<file path="src/rtl/enemy_hit_dispatcher_pkg.sv">
// enemy_pkg: shared constants and types for the enemy hit dispatcher.
// Contents:
//   COORD_W          width of every pixel coordinate on the hit interface
//   DEFAULT_COLUMNS  column count used when a parameter is left at its default
//   hit_state_t      hit FSM state, one-hot encoded
package enemy_pkg;

    localparam int COORD_W         = 10;
    localparam int DEFAULT_COLUMNS = 8;

    typedef enum logic [2:0] {
        IDLE = 3'b001,
        SCAN = 3'b010,
        HIT  = 3'b100
    } hit_state_t;

endpackage

</file>
<file path="src/rtl/enemy_hit_dispatcher_if.sv">
// enemy_hit_dispatcher_if: bundle between the game datapath and the enemy
// hit dispatcher.
// Signals:
//   frame_i, bullet_valid_i, bullet_x_i, bullet_y_i  player bullet / frame timing
//   column_left_i, column_right_i, column_bot_i      packed per-column geometry,
//                                                    column k in bits [10k+9:10k]
//   column_dead_i                                    per-column all-dead flags
//   hit_o, bullet_consumed_o                         hit pulse back to the columns
//   pointed_to_o, fire_o                             firing column selector
//   all_cleared_o                                    every column is dead
// Modports: master = game datapath side, slave = dispatcher side.
interface enemy_hit_dispatcher_if #(
    parameter int num_columns_p = enemy_pkg::DEFAULT_COLUMNS
);
    import enemy_pkg::*;

    logic                               frame_i;
    logic                               bullet_valid_i;
    logic [COORD_W-1:0]                 bullet_x_i;
    logic [COORD_W-1:0]                 bullet_y_i;
    logic [COORD_W*num_columns_p-1:0]   column_left_i;
    logic [COORD_W*num_columns_p-1:0]   column_right_i;
    logic [COORD_W*num_columns_p-1:0]   column_bot_i;
    logic [num_columns_p-1:0]           column_dead_i;
    logic [num_columns_p-1:0]           hit_o;
    logic                               bullet_consumed_o;
    logic [num_columns_p-1:0]           pointed_to_o;
    logic                               fire_o;
    logic                               all_cleared_o;

    modport master (
        output frame_i, bullet_valid_i, bullet_x_i, bullet_y_i,
               column_left_i, column_right_i, column_bot_i, column_dead_i,
        input  hit_o, bullet_consumed_o, pointed_to_o, fire_o, all_cleared_o
    );

    modport slave (
        input  frame_i, bullet_valid_i, bullet_x_i, bullet_y_i,
               column_left_i, column_right_i, column_bot_i, column_dead_i,
        output hit_o, bullet_consumed_o, pointed_to_o, fire_o, all_cleared_o
    );

endinterface

</file>
<file path="src/rtl/enemy_hit_dispatcher_column_pointer.sv">
// column_pointer: chooses which enemy column fires next.
// Counts frame pulses; every fire_interval_p frames the pointer moves to the
// next column and keeps stepping past dead columns, one per cycle, until it
// lands on a live one (fire pulses) or has gone all the way round (no fire).
// Ports:
//   clk, rst     clock, asynchronous active-high reset
//   frame        one-cycle pulse per video frame
//   column_dead  per-column all-dead flags
//   pointed_to   registered one-hot copy of the pointer
//   fire         one-cycle pulse when the pointed-to column should fire
module column_pointer
    import enemy_pkg::*;
#(
    parameter int num_columns_p   = DEFAULT_COLUMNS,
    parameter int fire_interval_p = 60
) (
    input  logic                     clk,
    input  logic                     rst,
    input  logic                     frame,
    input  logic [num_columns_p-1:0] column_dead,
    output logic [num_columns_p-1:0] pointed_to,
    output logic                     fire
);

    localparam int PTR_W = $clog2(num_columns_p);
    localparam int CNT_W = (fire_interval_p > 1) ? $clog2(fire_interval_p) : 1;
    localparam logic [PTR_W-1:0] LAST_PTR = PTR_W'(num_columns_p - 1);
    localparam logic [CNT_W-1:0] LAST_CNT = CNT_W'(fire_interval_p - 1);

    logic [PTR_W-1:0] ptr;
    logic [PTR_W-1:0] next_ptr;
    logic [PTR_W-1:0] steps;
    logic [CNT_W-1:0] frame_cnt;
    logic             searching;
    logic             expire;

    // The step decision looks one column ahead: the column the pointer is
    // about to land on is tested in the same cycle it moves, which makes
    // fire_o appear d cycles after the expiring frame for a column d away.
    always_comb begin
        expire   = frame && (frame_cnt == LAST_CNT);
        next_ptr = (ptr == LAST_PTR) ? '0 : ptr + PTR_W'(1);
    end

    // steps counts pointer moves in this search (the expiry move is the
    // first); after num_columns_p moves the pointer is back where it started.
    always_ff @(posedge clk or posedge rst) begin
        if (rst) begin
            frame_cnt  <= '0;
            ptr        <= '0;
            pointed_to <= num_columns_p'(1);
            steps      <= '0;
            searching  <= 1'b0;
            fire       <= 1'b0;
        end else begin
            fire <= 1'b0;
            if (frame) begin
                frame_cnt <= expire ? '0 : frame_cnt + CNT_W'(1);
            end
            if (expire || searching) begin
                ptr        <= next_ptr;
                pointed_to <= num_columns_p'(1) << next_ptr;
                if (!column_dead[next_ptr]) begin
                    fire      <= 1'b1;
                    searching <= 1'b0;
                end else if (expire) begin
                    searching <= 1'b1;
                    steps     <= PTR_W'(1);
                end else if (steps == LAST_PTR) begin
                    searching <= 1'b0;
                end else begin
                    steps <= steps + PTR_W'(1);
                end
            end
        end
    end

endmodule

</file>
<file path="src/rtl/enemy_hit_dispatcher.sv">
// enemy_hit_dispatcher: once per frame, scans the player bullet against the
// enemy columns one column per cycle and pulses hit_o on the lowest-index
// column it overlaps; also hosts the column_pointer that picks the firing
// column.
// Ports:
//   clk_i, reset_i  clock, asynchronous active-high reset
//   bus             enemy_hit_dispatcher_if slave side (see interface header)
module enemy_hit_dispatcher
    import enemy_pkg::*;
#(
    parameter int num_columns_p   = DEFAULT_COLUMNS,
    parameter int fire_interval_p = 60
) (
    input  logic                  clk_i,
    input  logic                  reset_i,
    enemy_hit_dispatcher_if.slave bus
);

    localparam int IDX_W = $clog2(num_columns_p);
    localparam logic [IDX_W-1:0] LAST_IDX = IDX_W'(num_columns_p - 1);

    logic [COORD_W-1:0]       left_edge  [num_columns_p];
    logic [COORD_W-1:0]       right_edge [num_columns_p];
    logic [COORD_W-1:0]       bot_edge   [num_columns_p];

    hit_state_t               state;
    hit_state_t               state_next;
    logic [IDX_W-1:0]         idx;
    logic [IDX_W-1:0]         idx_next;
    logic [num_columns_p-1:0] hit_next;
    logic                     consumed_next;
    logic                     match;

    // Unpack the column geometry buses into per-column arrays.
    always_comb begin
        for (int k = 0; k < num_columns_p; k++) begin
            left_edge[k]  = bus.column_left_i[k*COORD_W +: COORD_W];
            right_edge[k] = bus.column_right_i[k*COORD_W +: COORD_W];
            bot_edge[k]   = bus.column_bot_i[k*COORD_W +: COORD_W];
        end
    end

    // A column is hit when it still has enemies, the bullet x lies inside
    // its edges and the bullet top is at or above its lowest enemy.
    always_comb begin
        match = !bus.column_dead_i[idx]
             && (left_edge[idx] <= bus.bullet_x_i)
             && (bus.bullet_x_i <= right_edge[idx])
             && (bus.bullet_y_i <= bot_edge[idx]);
    end

    // Next-state logic. The hit pulse is computed on the way into HIT and
    // registered, so it is high for exactly the cycle spent in HIT.
    always_comb begin
        state_next    = state;
        idx_next      = idx;
        hit_next      = '0;
        consumed_next = 1'b0;
        unique case (state)
            IDLE: begin
                if (bus.frame_i && bus.bullet_valid_i) begin
                    state_next = SCAN;
                    idx_next   = '0;
                end
            end
            SCAN: begin
                if (!bus.bullet_valid_i) begin
                    state_next = IDLE;
                end else if (match) begin
                    state_next    = HIT;
                    hit_next[idx] = 1'b1;
                    consumed_next = 1'b1;
                end else if (idx == LAST_IDX) begin
                    state_next = IDLE;
                end else begin
                    idx_next = idx + IDX_W'(1);
                end
            end
            HIT: begin
                state_next = IDLE;
            end
            default: begin
                state_next = IDLE;
            end
        endcase
    end

    always_ff @(posedge clk_i or posedge reset_i) begin
        if (reset_i) begin
            state                 <= IDLE;
            idx                   <= '0;
            bus.hit_o             <= '0;
            bus.bullet_consumed_o <= 1'b0;
            bus.all_cleared_o     <= 1'b0;
        end else begin
            state                 <= state_next;
            idx                   <= idx_next;
            bus.hit_o             <= hit_next;
            bus.bullet_consumed_o <= consumed_next;
            bus.all_cleared_o     <= &bus.column_dead_i;
        end
    end

    column_pointer #(
        .num_columns_p   (num_columns_p),
        .fire_interval_p (fire_interval_p)
    ) u_column_pointer (
        .clk         (clk_i),
        .rst         (reset_i),
        .frame       (bus.frame_i),
        .column_dead (bus.column_dead_i),
        .pointed_to  (bus.pointed_to_o),
        .fire        (bus.fire_o)
    );

endmodule
</file>
<file path="src/flat_wrapper.sv">
// flat-port wrapper written by rule: the top's interface ports become plain ports
module enemy_hit_dispatcher_flat import enemy_pkg::*;
#(
    parameter int num_columns_p   = DEFAULT_COLUMNS,
    parameter int fire_interval_p = 60
)
  (clk_i, reset_i, bus_frame_i, bus_bullet_valid_i, bus_bullet_x_i, bus_bullet_y_i, bus_column_left_i, bus_column_right_i, bus_column_bot_i, bus_column_dead_i, bus_hit_o, bus_bullet_consumed_o, bus_pointed_to_o, bus_fire_o, bus_all_cleared_o);
  enemy_hit_dispatcher_if #(.num_columns_p(num_columns_p)) bus_i ();
  input  logic clk_i;
  input  logic reset_i;
  input wire logic [$bits(bus_i.frame_i)-1:0] bus_frame_i;
  input wire logic [$bits(bus_i.bullet_valid_i)-1:0] bus_bullet_valid_i;
  input wire logic [$bits(bus_i.bullet_x_i)-1:0] bus_bullet_x_i;
  input wire logic [$bits(bus_i.bullet_y_i)-1:0] bus_bullet_y_i;
  input wire logic [$bits(bus_i.column_left_i)-1:0] bus_column_left_i;
  input wire logic [$bits(bus_i.column_right_i)-1:0] bus_column_right_i;
  input wire logic [$bits(bus_i.column_bot_i)-1:0] bus_column_bot_i;
  input wire logic [$bits(bus_i.column_dead_i)-1:0] bus_column_dead_i;
  output wire logic [$bits(bus_i.hit_o)-1:0] bus_hit_o;
  output wire logic [$bits(bus_i.bullet_consumed_o)-1:0] bus_bullet_consumed_o;
  output wire logic [$bits(bus_i.pointed_to_o)-1:0] bus_pointed_to_o;
  output wire logic [$bits(bus_i.fire_o)-1:0] bus_fire_o;
  output wire logic [$bits(bus_i.all_cleared_o)-1:0] bus_all_cleared_o;
  assign bus_i.frame_i = bus_frame_i;
  assign bus_i.bullet_valid_i = bus_bullet_valid_i;
  assign bus_i.bullet_x_i = bus_bullet_x_i;
  assign bus_i.bullet_y_i = bus_bullet_y_i;
  assign bus_i.column_left_i = bus_column_left_i;
  assign bus_i.column_right_i = bus_column_right_i;
  assign bus_i.column_bot_i = bus_column_bot_i;
  assign bus_i.column_dead_i = bus_column_dead_i;
  assign bus_hit_o = bus_i.hit_o;
  assign bus_bullet_consumed_o = bus_i.bullet_consumed_o;
  assign bus_pointed_to_o = bus_i.pointed_to_o;
  assign bus_fire_o = bus_i.fire_o;
  assign bus_all_cleared_o = bus_i.all_cleared_o;
  enemy_hit_dispatcher #(.num_columns_p(num_columns_p), .fire_interval_p(fire_interval_p)) u_core (.clk_i(clk_i), .reset_i(reset_i), .bus(bus_i));
endmodule
</file>
<file path="config.mk">
export PLATFORM = sky130hd
export DESIGN_NAME = enemy_hit_dispatcher_flat
export DESIGN_NICKNAME = d
export VERILOG_FILES = /design/src/rtl/enemy_hit_dispatcher_pkg.sv /design/src/rtl/enemy_hit_dispatcher_if.sv /design/src/rtl/enemy_hit_dispatcher_column_pointer.sv /design/src/rtl/enemy_hit_dispatcher.sv /design/src/flat_wrapper.sv
export SDC_FILE = /design/constraint.sdc
export NUM_CORES = 1
export LEC_CHECK = 0
export BUFFER_PORTS_ARGS = -buffer_cell sky130_fd_sc_hd__buf_2
export CELL_PAD_IN_SITES_DETAIL_PLACEMENT = 0
export CELL_PAD_IN_SITES_GLOBAL_PLACEMENT = 1
export CORE_UTILIZATION = 34
export DETAILED_ROUTE_END_ITERATION = 8
export PLACE_DENSITY = 0.9
export SYNTH_ARGS = -nofsm -noshare
export SYNTH_HDL_FRONTEND = slang
export SYNTH_HIERARCHICAL = 1
export SYNTH_SLANG_ARGS = --single-unit
</file>
<file path="constraint.sdc">
create_clock -name clk_i -period 8.92 [get_ports clk_i]
set_clock_uncertainty 0.1 [all_clocks]
set_input_delay 0.892 -clock clk_i [delete_from_list [all_inputs] [get_ports clk_i]]
set_output_delay 0.892 -clock clk_i [all_outputs]
set_load 0.02 [all_outputs]
</file>
==> metrics.csv <==
metric,value,unit
status,finished clean,
part of the power in registers,0.309,
I/O Pins,291,
number of synthesized flops with an enable pin,0,
Synthesis Warnings,6,
Cell Count Post-Placement,800,
# fillers,1189,
CP cell instances,buf_4 > mux4_2 > mux2i_1 > ha_1 > a21o_1 > a21o_1 > a2111oi_4 > o32ai_4 > o41ai_4 > mux2_4,
antenna violations before repair,3,
nets,948,
Via density,5.19,
final core occ,0.488,
router iterations before antenna repair,4,
Post-Synthesis Cells,360,
worst hold slack,0.376,ns
cell taking the most area after synthesis,mux4_2,
"Clk pin slew, worst setup/hold paths",0.05,ns
Synth Area in XOR/XNOR,0.00200,
max cap viols,0,
Post-CTS Setup Inserts,0,
Comb pwr share,0.399,
setup total negative slack,0,ns
final hold vios,0,
Post-Syn Nets,673,
Die Width,116,um
RSZ-0062 raised after global routing,no,
min Tclk post-route,4.47,ns
most frequent cell after synthesis,mux4_2,
critical path's largest stage delay,0.71,ns
first-pass GRT wire length,21300,um
via count,4212,
Total Wirelength,14400,um
synthesized area,4390,um2
row count,41,
Post-synth top cells,"63 x mux4_2, 41 x ha_1, 36 x dfrtp_1",
Port-buffer cells,290,
worst vdd ir,0.0622,mV
fraction of layout cells with a size suffix above 1,0.616,
CTS tree,yes,
asr flop ratio synth,1.00,
"Clk Latency, worst-skew pair",0.28,ns
placer's final routability congestion estimate,0.820,
Vert. Die Dim,116,um
DRC errors left,0,
Sw Share,0.302,
area occupied by multi-input gates,3240,um2
Initial Util,0.348,
H-tree depth,2,
core area,12600,um2
slew at the pin closest to its max-slew limit,0.852,ns
mux contribution to synthesized area,0.427,
period utilisation layout,0.501,
Startpoint Class,register,
Die ar.,13400,um2
drt first-iter violations,185,
relative slew slack,0.431,
slowest CP cell,dfrtp_4,
simple-gate share of the synthesized area,0.0998,
Seq cells post-synth,38,
buffer and inverter count on the worst path,1,
Routed Antenna Nets,0,
number of global-route vias before repair,4156,
crit path kind,reg -> reg,
Clock Sinks,38,
Critical Path RT,8.98,ns
critical path's most frequent cell,a21o_1,
post-CTS sizing,0,
Post-CTS Hold Fix Bufs,0,
Leak,0.00296,uW
Clk network pwr share,0.291,
crit path max fanout,48,
P_sw,211,uW
wire per inst,17.7,um
pwr dens,113,nW/um2
Most used DFF post-synth,dfrtp_1,
"Avg Cell Area, Syn",12.2,um2
fmax,224,MHz
Overflow after GRT,0,
"CP delay by family, top",compound AO/OA/AOI/OAI gates,
Compound-Gate Fraction of Synth Area,0.0918,
Clock Tree Root,clkbuf_16,
Total GRT Usage,0.213,
Hold/Removal Path Class,reg -> reg,
P_int,487,uW
Synth top area share,0.323,
Synth cell types,46,
Reg area,960,um2
final cell count without fillers,811,
Bufs on Longest Clock Path,2,
largest family of logic cells by synthesized area,multiplexers,
"Seq/Total Area, Yosys",0.217,
cts bufs inserted,5,
Final Worst Setup Slack,4.45,ns
pre-CTS WS,4.37,ns
Area Growth Syn to Fin,40.3,%
largest net degree at the start of global routing,49,
Final Max Tran Viols,0,
synth top area cells,"mux4_2 32%, dfrtp_1 21%, ha_1 12%, mux2i_1 6.2%, mux2_2 3.8%",
critical path arrival,4.53,ns
Synth Area in Adders,0.117,
dpl hpwl,12400,um
Critical Path Sink Type,register,
final setup fails,0,
-- final cells by class --
cell class                 instances  share of cell area
multi-input combinational        273               0.526
timing repair buffer             293               0.239
sequential                        38               0.156
tap                              172              0.0350
clock buffer                       7              0.0232
inverter                          24              0.0146
clock inverter                     1             0.00488
antenna                            3             0.00122
-- through the flow --
stage	instance area [um2]	power (uW)
after global placement	5970	489
after detailed placement	5970	500
final	6150	698
after floorplan	4390	402
after CTS	6150	704
after global routing	6150	743
-- per-layer routing --
layer / part of all wire / track usage / vias to the layer above
li1: - / - / 1987
met1: 0.38 / 0.266 / 2032
met2: 0.53 / 0.376 / 172
met3: 0.066 / 0.0377 / 19
met4: 0.019 / 0.0615 / 2
met5: 0.00090 / 0 / -
-- flip-flops by register name, summed over array words and instances, names as in the netlist, 3 cells and up --
name	cells
u_core/bus.hit_o	8
u_core/u_column_pointer/steps	3
u_core/idx	3
u_core/u_column_pointer/ptr	3
u_core/state	3
u_core/u_column_pointer/frame_cnt	6
u_core/u_column_pointer/pointed_to	8
-- layout by cell type, fill, tap and decap left out, types with 3 or more instances in the layout --
| master | Yosys | layout |
|---|---|---|
| buf_2 | 6 | 290 |
| mux4_2 | 63 | 63 |
| ha_1 | 41 | 41 |
| dfrtp_1 | 36 | 33 |
| mux2i_1 | 27 | 27 |
| nand2_1 | 25 | 25 |
| inv_1 | 24 | 24 |
| mux2_2 | 15 | 15 |
| o21ai_0 | 14 | 14 |
| nand4_1 | 10 | 10 |
| nand2b_1 | 10 | 10 |
| a21oi_1 | 9 | 9 |
| nor2_1 | 8 | 8 |
| a21o_1 | 6 | 6 |
| clkbuf_16 | 0 | 5 |
| nor3_1 | 4 | 4 |
| diode_2 | 0 | 3 |
| a211oi_1 | 3 | 3 |
| and4b_1 | 3 | 3 |
| buf_4 | 0 | 3 |
-- tightest hold or removal path: stages (launching register included) --
cell     delay [ns]
dfrtp_1        0.34
nand2_1        0.04
o21ai_0        0.06
-- power by group through the flow --
| stage | clock, uW | combinational, uW | sequential (uW) |
|---|---|---|---|
| 2_1_floorplan | 0 | 194 | 207 |
| 3_3_place_gp | 0 | 272 | 217 |
| 3_5_place_dp | 0 | 282 | 218 |
| 4_1_cts | 206 | 283 | 216 |
| 5_1_grt | 214 | 309 | 220 |
| 6_report | 203 | 279 | 216 |
-- worst paths after layout --
kind / startpoint / to / slack (ns) / depth (start not counted)
min: u_core/u_column_pointer/pointed_to[4] / u_core/u_column_pointer/pointed_to[4] / 0.38 / 2
max: u_core/idx[0] / u_core/idx[0] / 4.45 / 10
max in group asynchronous: reset_i / u_core/u_column_pointer/pointed_to[3] / 7.50 / 2
min reg2reg: u_core/u_column_pointer/pointed_to[4] / u_core/u_column_pointer/pointed_to[4] / 0.38 / 2
min in group asynchronous: reset_i / u_core/bus.all_cleared_o / 0.59 / 2
max reg2reg: u_core/idx[0] / u_core/idx[0] / 4.45 / 10
-- cell families (layout without fill, tap and decap cells) --
kind of cell	Yosys count	count (layout)
DFF	38	38
buffers and inverters	49	325
other	0	3
adders and majority gates	41	41
and+or+nand+nor	76	76
muxes	106	106
xor gates and xnor gates	1	1
AOI/OAI and AO/OA	49	49
No activity file was read; power rests on OpenSTA's default activity.
